**config.mk**
```make
export PLATFORM = sky130hd
export DESIGN_NAME = uart_hex_tx
export DESIGN_NICKNAME = d
export VERILOG_FILES = /design/src/rtl/uart_mon_pkg.sv /design/src/rtl/uart_hex_fifo.sv /design/src/rtl/uart_hex_tx.sv
export SDC_FILE = /design/constraint.sdc
export NUM_CORES = 1
export LEC_CHECK = 0
export CAP_MARGIN = 20
export CORE_MARGIN = 10
export CORE_UTILIZATION = 47
export DETAILED_ROUTE_END_ITERATION = 8
export PLACE_DENSITY_LB_ADDON = 0.15
export SETUP_SLACK_MARGIN = 0.5
export SYNTH_ARGS = -nofsm -noshare
export SYNTH_HDL_FRONTEND = slang
export SYNTH_SLANG_ARGS = --single-unit
export TNS_END_PERCENT = 30
```
**constraint.sdc**
```tcl
create_clock -name clk -period 3.5 [get_ports clk]
set_clock_uncertainty 0.05 [all_clocks]
set_input_delay 0.35 -clock clk [delete_from_list [all_inputs] [get_ports clk]]
set_output_delay 0.35 -clock clk [all_outputs]
set_load 0.01 [all_outputs]
```
**src/rtl/uart_mon_pkg.sv**
```systemverilog
// rtl/uart_mon_pkg.sv - ASCII constants, hex FSM states and nibble encoder for the UART monitor path.
// UART_HEX_UPPER_EN selects upper-case a..f.
package uart_mon_pkg;

    localparam logic [7:0] CH_0    = 8'h30;
    localparam logic [7:0] CH_A_LO = 8'h61;
    localparam logic [7:0] CH_A_UP = 8'h41;
    localparam logic [7:0] CH_SP   = 8'h20;
    localparam logic [7:0] CH_CR   = 8'h0d;
    localparam logic [7:0] CH_LF   = 8'h0a;

    typedef enum logic [2:0] {
        IDLE,
        DIGIT,
        SPACE,
        CR,
        LF
    } hex_st_t;

    function automatic logic [7:0] nib2ascii(input logic [3:0] nib);
        logic [7:0] w_alpha;
`ifdef UART_HEX_UPPER_EN
        w_alpha = CH_A_UP;
`else
        w_alpha = CH_A_LO;
`endif
        if (nib < 4'd10) begin
            nib2ascii = CH_0 + {4'h0, nib};
        end else begin
            nib2ascii = w_alpha + {4'h0, nib - 4'd10};
        end
    endfunction

endpackage

```
**src/rtl/uart_hex_fifo.sv**
```systemverilog
// rtl/uart_hex_fifo.sv - Request queue for the hex-dump transmitter, show-ahead read.
module uart_hex_fifo #(
    parameter int WIDTH = 66,
    parameter int DEPTH = 4
) (
    input  logic             clk,
    input  logic             rst,
    input  logic             push,
    input  logic             pop,
    input  logic [WIDTH-1:0] din,
    output logic [WIDTH-1:0] dout,
    output logic             full,
    output logic             empty
);

    localparam int AW = $clog2(DEPTH);

    // Extra pointer MSB distinguishes full from empty when the index bits match.
    logic [AW:0]      r_wptr;
    logic [AW:0]      r_rptr;
    logic [WIDTH-1:0] r_mem [DEPTH];
    logic             w_push;
    logic             w_pop;

    assign w_push = push & ~full;
    assign w_pop  = pop & ~empty;

    always_ff @(posedge clk or posedge rst) begin
        if (rst) begin
            r_wptr <= '0;
            r_rptr <= '0;
        end else begin
            if (w_push) r_wptr <= r_wptr + 1'b1;
            if (w_pop)  r_rptr <= r_rptr + 1'b1;
        end
    end

    always_ff @(posedge clk) begin
        if (w_push) r_mem[r_wptr[AW-1:0]] <= din;
    end

    assign full  = (r_wptr[AW] != r_rptr[AW]) && (r_wptr[AW-1:0] == r_rptr[AW-1:0]);
    assign empty = (r_wptr == r_rptr);
    assign dout  = r_mem[r_rptr[AW-1:0]];

endmodule

```
**src/rtl/uart_hex_tx.sv**
```systemverilog
// rtl/uart_hex_tx.sv - Queued hex-dump transmitter: words to grouped ASCII hex with optional CR LF.
// UART_HEX_UPPER_EN (via uart_mon_pkg) selects upper-case a..f.
module uart_hex_tx
    import uart_mon_pkg::*;
#(
    parameter int DATA_W = 64,
    parameter int GROUP  = 2,
    parameter int QDEPTH = 4
) (
    input  logic              clk,
    input  logic              rst,
    input  logic              req_valid,
    output logic              req_ready,
    input  logic [DATA_W-1:0] req_data,
    input  logic              req_eol,
    input  logic              req_eolonly,
    output logic              tx_valid,
    input  logic              tx_ready,
    output logic [7:0]        tx_char,
    output logic              busy,
    output logic              done
);

    localparam int NDIG = DATA_W / 4;
    localparam int DCW  = $clog2(NDIG + 1);
    localparam int FW   = DATA_W + 2;

    hex_st_t           r_state;
    hex_st_t           w_nx_state;
    logic [DCW-1:0]    r_dcnt;
    logic [DCW-1:0]    w_nx_dcnt;
    logic [DATA_W-1:0] r_hold;
    logic              r_hold_eol;
    logic              r_tx_valid;
    logic [7:0]        r_tx_char;
    logic              w_nx_valid;
    logic [7:0]        w_nx_char;
    logic              w_fire;
    logic              w_last;
    logic              w_pop;
    logic              w_full;
    logic              w_empty;
    logic [FW-1:0]     w_fifo_dout;

    uart_hex_fifo #(
        .WIDTH (FW),
        .DEPTH (QDEPTH)
    ) u_fifo (
        .clk   (clk),
        .rst   (rst),
        .push  (req_valid),
        .pop   (w_pop),
        .din   ({req_eolonly, req_eol, req_data}),
        .dout  (w_fifo_dout),
        .full  (w_full),
        .empty (w_empty)
    );

    assign w_fire = r_tx_valid & tx_ready;

    always_comb begin
        w_nx_state = r_state;
        w_nx_dcnt  = r_dcnt;
        w_last     = 1'b0;
        w_pop      = 1'b0;
        case (r_state)
            IDLE: begin
                if (!w_empty) begin
                    w_pop = 1'b1;
                    if (w_fifo_dout[FW-1]) begin
                        w_nx_state = CR;
                    end else begin
                        w_nx_state = DIGIT;
                        w_nx_dcnt  = DCW'(NDIG - 1);
                    end
                end
            end
            DIGIT: begin
                if (w_fire) begin
                    if (r_dcnt == '0) begin
                        if (r_hold_eol) begin
                            w_nx_state = CR;
                        end else begin
                            w_nx_state = IDLE;
                            w_last     = 1'b1;
                        end
                    end else if ((int'(r_dcnt) % GROUP) == 0) begin
                        w_nx_state = SPACE;
                        w_nx_dcnt  = r_dcnt - 1'b1;
                    end else begin
                        w_nx_dcnt  = r_dcnt - 1'b1;
                    end
                end
            end
            SPACE: if (w_fire) w_nx_state = DIGIT;
            CR:    if (w_fire) w_nx_state = LF;
            LF: begin
                if (w_fire) begin
                    w_nx_state = IDLE;
                    w_last     = 1'b1;
                end
            end
            default: w_nx_state = IDLE;
        endcase

        // The cycle after a pop only loads the holding regs, so the first char appears one cycle later.
        w_nx_valid = (r_state != IDLE) && (w_nx_state != IDLE);
        w_nx_char  = r_tx_char;
        if (w_nx_valid) begin
            case (w_nx_state)
                DIGIT:   w_nx_char = nib2ascii(r_hold[{w_nx_dcnt, 2'b00} +: 4]);
                SPACE:   w_nx_char = CH_SP;
                CR:      w_nx_char = CH_CR;
                LF:      w_nx_char = CH_LF;
                default: w_nx_char = r_tx_char;
            endcase
        end
    end

    always_ff @(posedge clk or posedge rst) begin
        if (rst) begin
            r_state    <= IDLE;
            r_dcnt     <= '0;
            r_hold     <= '0;
            r_hold_eol <= 1'b0;
            r_tx_valid <= 1'b0;
            r_tx_char  <= CH_SP;
        end else begin
            r_state    <= w_nx_state;
            r_dcnt     <= w_nx_dcnt;
            r_tx_valid <= w_nx_valid;
            r_tx_char  <= w_nx_char;
            if (w_pop) begin
                r_hold     <= w_fifo_dout[DATA_W-1:0];
                r_hold_eol <= w_fifo_dout[DATA_W];
            end
        end
    end

    assign req_ready = ~w_full;
    assign tx_valid  = r_tx_valid;
    assign tx_char   = r_tx_char;
    assign busy      = (r_state != IDLE) | ~w_empty;
    assign done      = w_last;

endmodule

```
# --- Yosys cells after proc, flatten, opt, wreduce, memory -nomap -nowiden ---
# Memory sizes are Yosys's and may differ from the RTL's.
# Cells that the tools add are included.
# W data, S select, Z words.
totals:
  reg_bits: 88
  latchBits: 0
  mem_bits_rw: 264
  rom_bits: 0
  inputBits: 70
  out_inout_bits: 12
  wordCells: 69
  mem_count: 1
mem_list:
  columns: ["memory", "words", "word_bits", "rd", "rd_clocked_by_memory_dff", "write_ports", "line", "text"]
  rows:
  - ["u_fifo.r_mem", 4, 66, 1, 0, 1, "uart_hex_fifo.sv:21", "logic [WIDTH-1:0] r_mem [DEPTH];"]
classes:
  add_sub_neg: 6
  multipliers: 0
  n_div: 0
  order_cmp: 1
  eq_ne: 11
  n_shift: 1
  mux: 26
  n_bitwise: 6
  n_reduce_logical: 9
ops:
  columns: ["operator", "count"]
  rows:
  - ["$shiftx A64 B8 Y4", 1]
  - ["$logic_not A32 Y1", 1]
  - ["$pmux W8 S4", 1]
  - ["$mux W3", 7]
  - ["$mux W5", 4]
  - ["$pmux W3 S5", 1]
  - ["$eq A3 B2 Y1 const B", 4]
  - ["$pmux W5 S2", 1]
  - ["$add A7 B4 Y8 const A", 1]
  - ["$mux W1", 8]
  - ["$mux W8", 1]
  - ["$add A6 B4 Y7 const A", 1]
  - ["$add A3 B1 Y3 const B", 2]
  - ["$eq A3 B1 Y1 const B", 2]
  - ["$eq A3 B3 Y1 const B", 2]
  - ["$reduce_bool A3 Y1", 2]
  - ["$logic_not A5 Y1", 1]
  - ["$sub A5 B1 Y5 const B", 1]
  - ["$lt A4 B4 Y1 const B", 1]
  - ["$mux W2", 2]
  - ["$reduce_bool A4 Y1", 1]
  - ["$sub A4 B4 Y4 const B", 1]
  - ["$and A1 B1 Y1", 3]
  - ["$eq A3 B3 Y1", 1]
  - ["other kinds (8)", 10]

# --- Depth between registers and ports, before layout ---
depth:
  depth_word: 9
  ltp_mapped: 17
  ltp_nobuf: 14

# --- Hierarchy ---
# Synthesis repeated with hierarchy kept, for this count alone.
hier_totals:
  hier_cells: 807
  area_unflattened_um2: 14395.1
by_module_without_submodules:
  columns: ["mod", "instances", "cells_per_inst", "area_each_um2", "seq_area_each_um2"]
  rows:
  - ["uart_hex_fifo", 1, 395, 10022.1, 8077.7]
  - ["uart_hex_tx", 1, 412, 4372.9, 2028.2]

# --- Least setup slack after synthesis ---
# OpenSTA, ideal clock, no wires.
synth_path:
  path_type: "reg2reg"
  startpoint: "register r_dcnt[0]"
  endpoint: "register r_tx_char[1], in the netlist tx_char[1]"
  setup_ps: 126
  arrival_ps: 3395
  required_time_ps: 3324
  path_slack_ps: -71
  path_stages_with_launch: 16
  path_buffers: 1
  synth_period_minus_slack_ps: 3571
  cell_sequence: "dfrtp_1 -> inv_1 -> ha_1 -> nor4b_2 -> nand2b_1 -> o21ai_2 -> or2_4 -> inv_2 -> buf_6 -> mux4_2 -> a22oi_1 -> o31ai_2 -> ha_1 -> nor2_1 -> nor3_1 -> a221o_1"
synth_between:
  elab_chain_len: 9
  elab_cells_between_ends: 27
synth_rtl:
  columns: ["element", "line", "text"]
  rows:
  - ["from (decl)", "uart_hex_tx.sv:30", "logic [DCW-1:0] r_dcnt;"]
  - ["from (signal assigned)", "uart_hex_tx.sv:130", "r_dcnt <= w_nx_dcnt;"]
  - ["$sub A5 B1 Y5 / $logic_not A5 Y1 (equally long branches)", "uart_hex_tx.sv:89, uart_hex_tx.sv:91, uart_hex_tx.sv:80", null]
  - ["$mux W5", "uart_hex_tx.sv:80", "if (r_dcnt == '0) begin"]
  - ["$mux W5", "uart_hex_tx.sv:79", "if (w_fire) begin"]
  - ["$pmux W5 S2 (*)", "uart_hex_tx.sv:66", "case (r_state)"]
  - ["named net w_nx_dcnt[0]", "uart_hex_tx.sv:31", "logic [DCW-1:0] w_nx_dcnt;"]
  - ["$shiftx A64 B8 Y4 (*)", "uart_hex_tx.sv:111", "DIGIT: w_nx_char = nib2ascii(r_hold[{w_nx_dcnt, 2'b00} +: 4]);"]
  - ["$sub A4 B4 Y4", "uart_mon_pkg.sv:30", "nib2ascii = w_alpha + {4'h0, nib - 4'd10};"]
  - ["$add A7 B4 Y8", "uart_mon_pkg.sv:30", null]
  - ["$mux W8 (*)", "uart_mon_pkg.sv:27", "if (nib < 4'd10) begin"]
  - ["$pmux W8 S4 (*)", "uart_hex_tx.sv:110", "case (w_nx_state)"]
  - ["to (signal assigned)", "uart_hex_tx.sv:132", "r_tx_char <= w_nx_char;"]
  - ["to (decl)", "uart_hex_tx.sv:35", "logic [7:0] r_tx_char;"]
# Mark *: on every way through the listed nets, which the timed path passes. The rest lies on a longest branch.
# A chain may end at the register's enable or synchronous reset.

# --- Worst setup path in the final report ---
layout_path:
  startpoint: "register u_fifo.r_rptr[0]"
  endpoint: "register r_tx_char[0], in the netlist tx_char[0]"
layout_between:
  elab_chain_len: 9
  elab_cells_between_ends: 23
layout_rtl:
  columns: ["element", "line", "text"]
  rows:
  - ["from (decl)", "uart_hex_fifo.sv:20", "logic [AW:0] r_rptr;"]
  - ["from (signal assigned)", "uart_hex_fifo.sv:34", "if (w_pop) r_rptr <= r_rptr + 1'b1;"]
  - ["$mem_v2 Z4 W66", null, null]
  - ["$mux W5", "uart_hex_tx.sv:70", "if (w_fifo_dout[FW-1]) begin"]
  - ["$mux W5", "uart_hex_tx.sv:68", "if (!w_empty) begin"]
  - ["$pmux W5 S2", "uart_hex_tx.sv:66", null]
  - ["$shiftx A64 B8 Y4", "uart_hex_tx.sv:111", null]
  - ["$sub A4 B4 Y4", "uart_mon_pkg.sv:30", null]
  - ["$add A7 B4 Y8", "uart_mon_pkg.sv:30", null]
  - ["$mux W8", "uart_mon_pkg.sv:27", null]
  - ["$pmux W8 S4", "uart_hex_tx.sv:110", null]
# Parallel ways exist; a longest one is shown, timed or not.

==> metrics <==
top cells by area, synth edfxtp_1, dfrtp_1, mux4_2, mux2_2, nand2_1; fin nets 952; Ys Warns 0; Max Freq 0.300 GHz; vias in the first global route 7710; r2r endpoint tx_char[0]$_DFFE_PP0P_; final setup fails 0; CORE AREA 0.0289 sq mm; worst r2r src u_fifo.r_rptr[0]$_DFFE_PP0P_; largest net degree at the start of global routing 72; Final Routed Wirelength 28500 um; unrepaired setup endpoints after global routing true; max-slew violations 0; DRT iter0 DRCs 595; WP data required 3840 ps; cell taking the most area after synthesis edfxtp_1; Die Y-Extent 192 um; pre-CTS WS -135 ps; syn avg cell area 19.2 sq um; CTS tree built; first-pass iteration count of the detailed router 4; latest clock arrival within the worst-skew pair 510 ps; drt drc 0; CP Launch Point u_fifo.r_rptr[0]$_DFFE_PP0P_; number of buffers created by CTS 38; Mapped Cells 722; Final Instance Area 0.0170 sq mm; most frequent cells after synthesis edfxtp_1, dfrtp_1, mux4_2; Worst R2R Path Depth 11; P_leak 5.98 nW; Startpoint Class register; placer's final routability congestion estimate 0.952; detailed placer's ending HPWL 17700 um; critical path arrival 3670 ps; min setup slack post-route 165 ps; vias 7117; Synthesized Nets 800; sequential share of the synthesized area 73.0%; ys flop type edfxtp_1; clock tree buffer depth 3; peak supply drop 0.000578 V; Period minus WS final 3330 ps; area grow syn2layout 22.7%; Final period util 95.3%; Fin Setup TNS 0 ps; Max-cap violations 0; layout cells sized above 1 33.3%; drt via density 5.53; antenna-violating nets left 0; initial antenna violation count 0; die area 0.0367 sq mm; Starting Density 48.0%; Die Span X 192 um; worst hold path class in -> async; clk sinks 351; Boundary Pins 82; # rows 62; status complete, no violations; Clk Tree Root Cell clkbuf_16; relative slew slack 36.2%; first-pass GRT wire length 44500 um; post-synth top area share 57.2%; H-tree Lvls 2; Synth cell types 60; cell area after placement 0.0154 sq mm; Hold Vio Cnt, Final 0; average wire per standard cell 22.1 um; r2r setup slk 170 ps; crit path kind reg -> reg; Power Dens Cells 996 mW/mm^2; port buffer count 80; ANT cells 0; total power 16.9 mW; FF+latch count, synth 351; filler instances 2155; ys async rst share 24.8%; CP Capture Type register; EDFF count, synth 264; critical path fanouts, max 6; Worst Tran Pin Value 956 ps; Post-Synthesis Cell Area 0.0138 sq mm; most common cell in the synthesized netlist edfxtp_1; Tot GR Track Use 15.6%; Worst-path clk slew 70 ps; global route overflow 0
-- registers in the layout, indices dropped and copies added, names as in the netlist --
register / count
r_dcnt: 5
r_hold: 64
r_hold_eol: 1
r_state: 3
tx_char: 7
tx_valid: 1
u_fifo.r_mem: 264
u_fifo.r_rptr: 3
u_fifo.r_wptr: 3
-- area by class of cell --
type                            count  area (sq um)  share of cell area [%]
Sequential cell                   351         10100                    59.5
Multi-Input combinational cell    321          3700                    21.8
Timing Repair Buffer              147          1380                    8.09
Clock buffer                       56          1120                    6.61
Tap cell                          384           480                    2.83
Clock inverter                     13           125                   0.737
Inverter                           15          77.6                   0.457
-- metal layers --
| layer | vias to the layer above | GRT usage [%] | routed length, um |
|---|---|---|---|
| met1 | 3696 | 21.6 | 12800 |
| met2 | 186 | 24.4 | 13500 |
| met5 | - | 0 | 0 |
| li1 | 3183 | - | - |
| met3 | 52 | 3.14 | 1410 |
| met4 | 0 | 5.02 | 763 |
-- where the power goes --
| part | internal, mW | switching (mW) | total [mW] |
|---|---|---|---|
| combinational | 3.38 | 3.27 | 6.65 |
| sequential | 5.81 | 0.560 | 6.37 |
| clock | 2.38 | 1.53 | 3.91 |
| total | 11.6 | 5.35 | 16.9 |
-- kinds of logic after synthesis --
| logic type | after synthesis | synth area share (%) |
|---|---|---|
| xor+xnor | 9 | 0.569 |
| simple gates | 105 | 3.72 |
| flops | 351 | 73.0 |
| mux | 144 | 17.3 |
| compound gates | 54 | 2.88 |
| other cells | 1 | 0.0271 |
| buf+inv | 50 | 1.78 |
| fa+ha+maj | 8 | 0.723 |
-- what timing repair did --
item	4_1_cts	5_1_grt
resized for setup	17	15
pin swaps	12	11
setup buffers	18	6
setup endpoints to repair	7	7
hold buffers	0	0
-- critical path: stages, from the launching register on --
cell	delay [ps]
dfrtp_4	440
mux4_2	570
a311o_1	390
and3_4	230
a211oi_1	380
a32oi_2	120
a22oi_1	180
and3_4	230
buf_6	110
a21oi_4	50
xor2_1	170
a221o_1	290
-- how the worst max path moves through the flow --
stage / depth (start not counted) / to / slack, ps
2_1_floorplan: 15 / tx_char[1]$_DFFE_PP0P_ / 140
3_3_place_gp: 13 / tx_char[1]$_DFFE_PP0P_ / -40
5_1_grt: 13 / tx_char[0]$_DFFE_PP0P_ / 60
6_report: 11 / tx_char[0]$_DFFE_PP0P_ / 170
3_5_place_dp: 13 / tx_char[2]$_DFFE_PP0P_ / -130
4_1_cts: 15 / tx_char[1]$_DFFE_PP0P_ / 110
-- layout by cell type, fill, tap and decap left out, types with 3 or more instances in the layout --
cell type / instances
nand2_1: 46
clkbuf_16: 41
clkbuf_8: 4
mux2i_1: 7
nand4_1: 3
dfrtp_1: 84
clkinv_2: 5
buf_6: 3
mux4_2: 70
buf_12: 5
clkdlybuf4s50_1: 80
ha_1: 5
xnor2_2: 3
ha_4: 3
nor3_1: 7
xor2_1: 3
mux2_4: 3
edfxtp_1: 264
inv_1: 10
clkbuf_1: 11
o21ai_0: 11
clkinv_1: 3
nand3_1: 10
nor2_1: 10
o211ai_1: 6
xnor2_1: 3
buf_4: 58
a21oi_1: 5
and3_2: 4
a221o_1: 3
mux2_2: 63
-- through the flow --
step	instances	util, %	hold WS, ps
4_1_cts	1281	58.4	215
3_3_place_gp	1194	53.4	399
3_5_place_dp	1194	53.4	410
2_1_floorplan	722	-	399
5_1_grt	1287	58.9	263
6_report	1287	58.9	202
No activity file was read; power rests on OpenSTA's default activity.
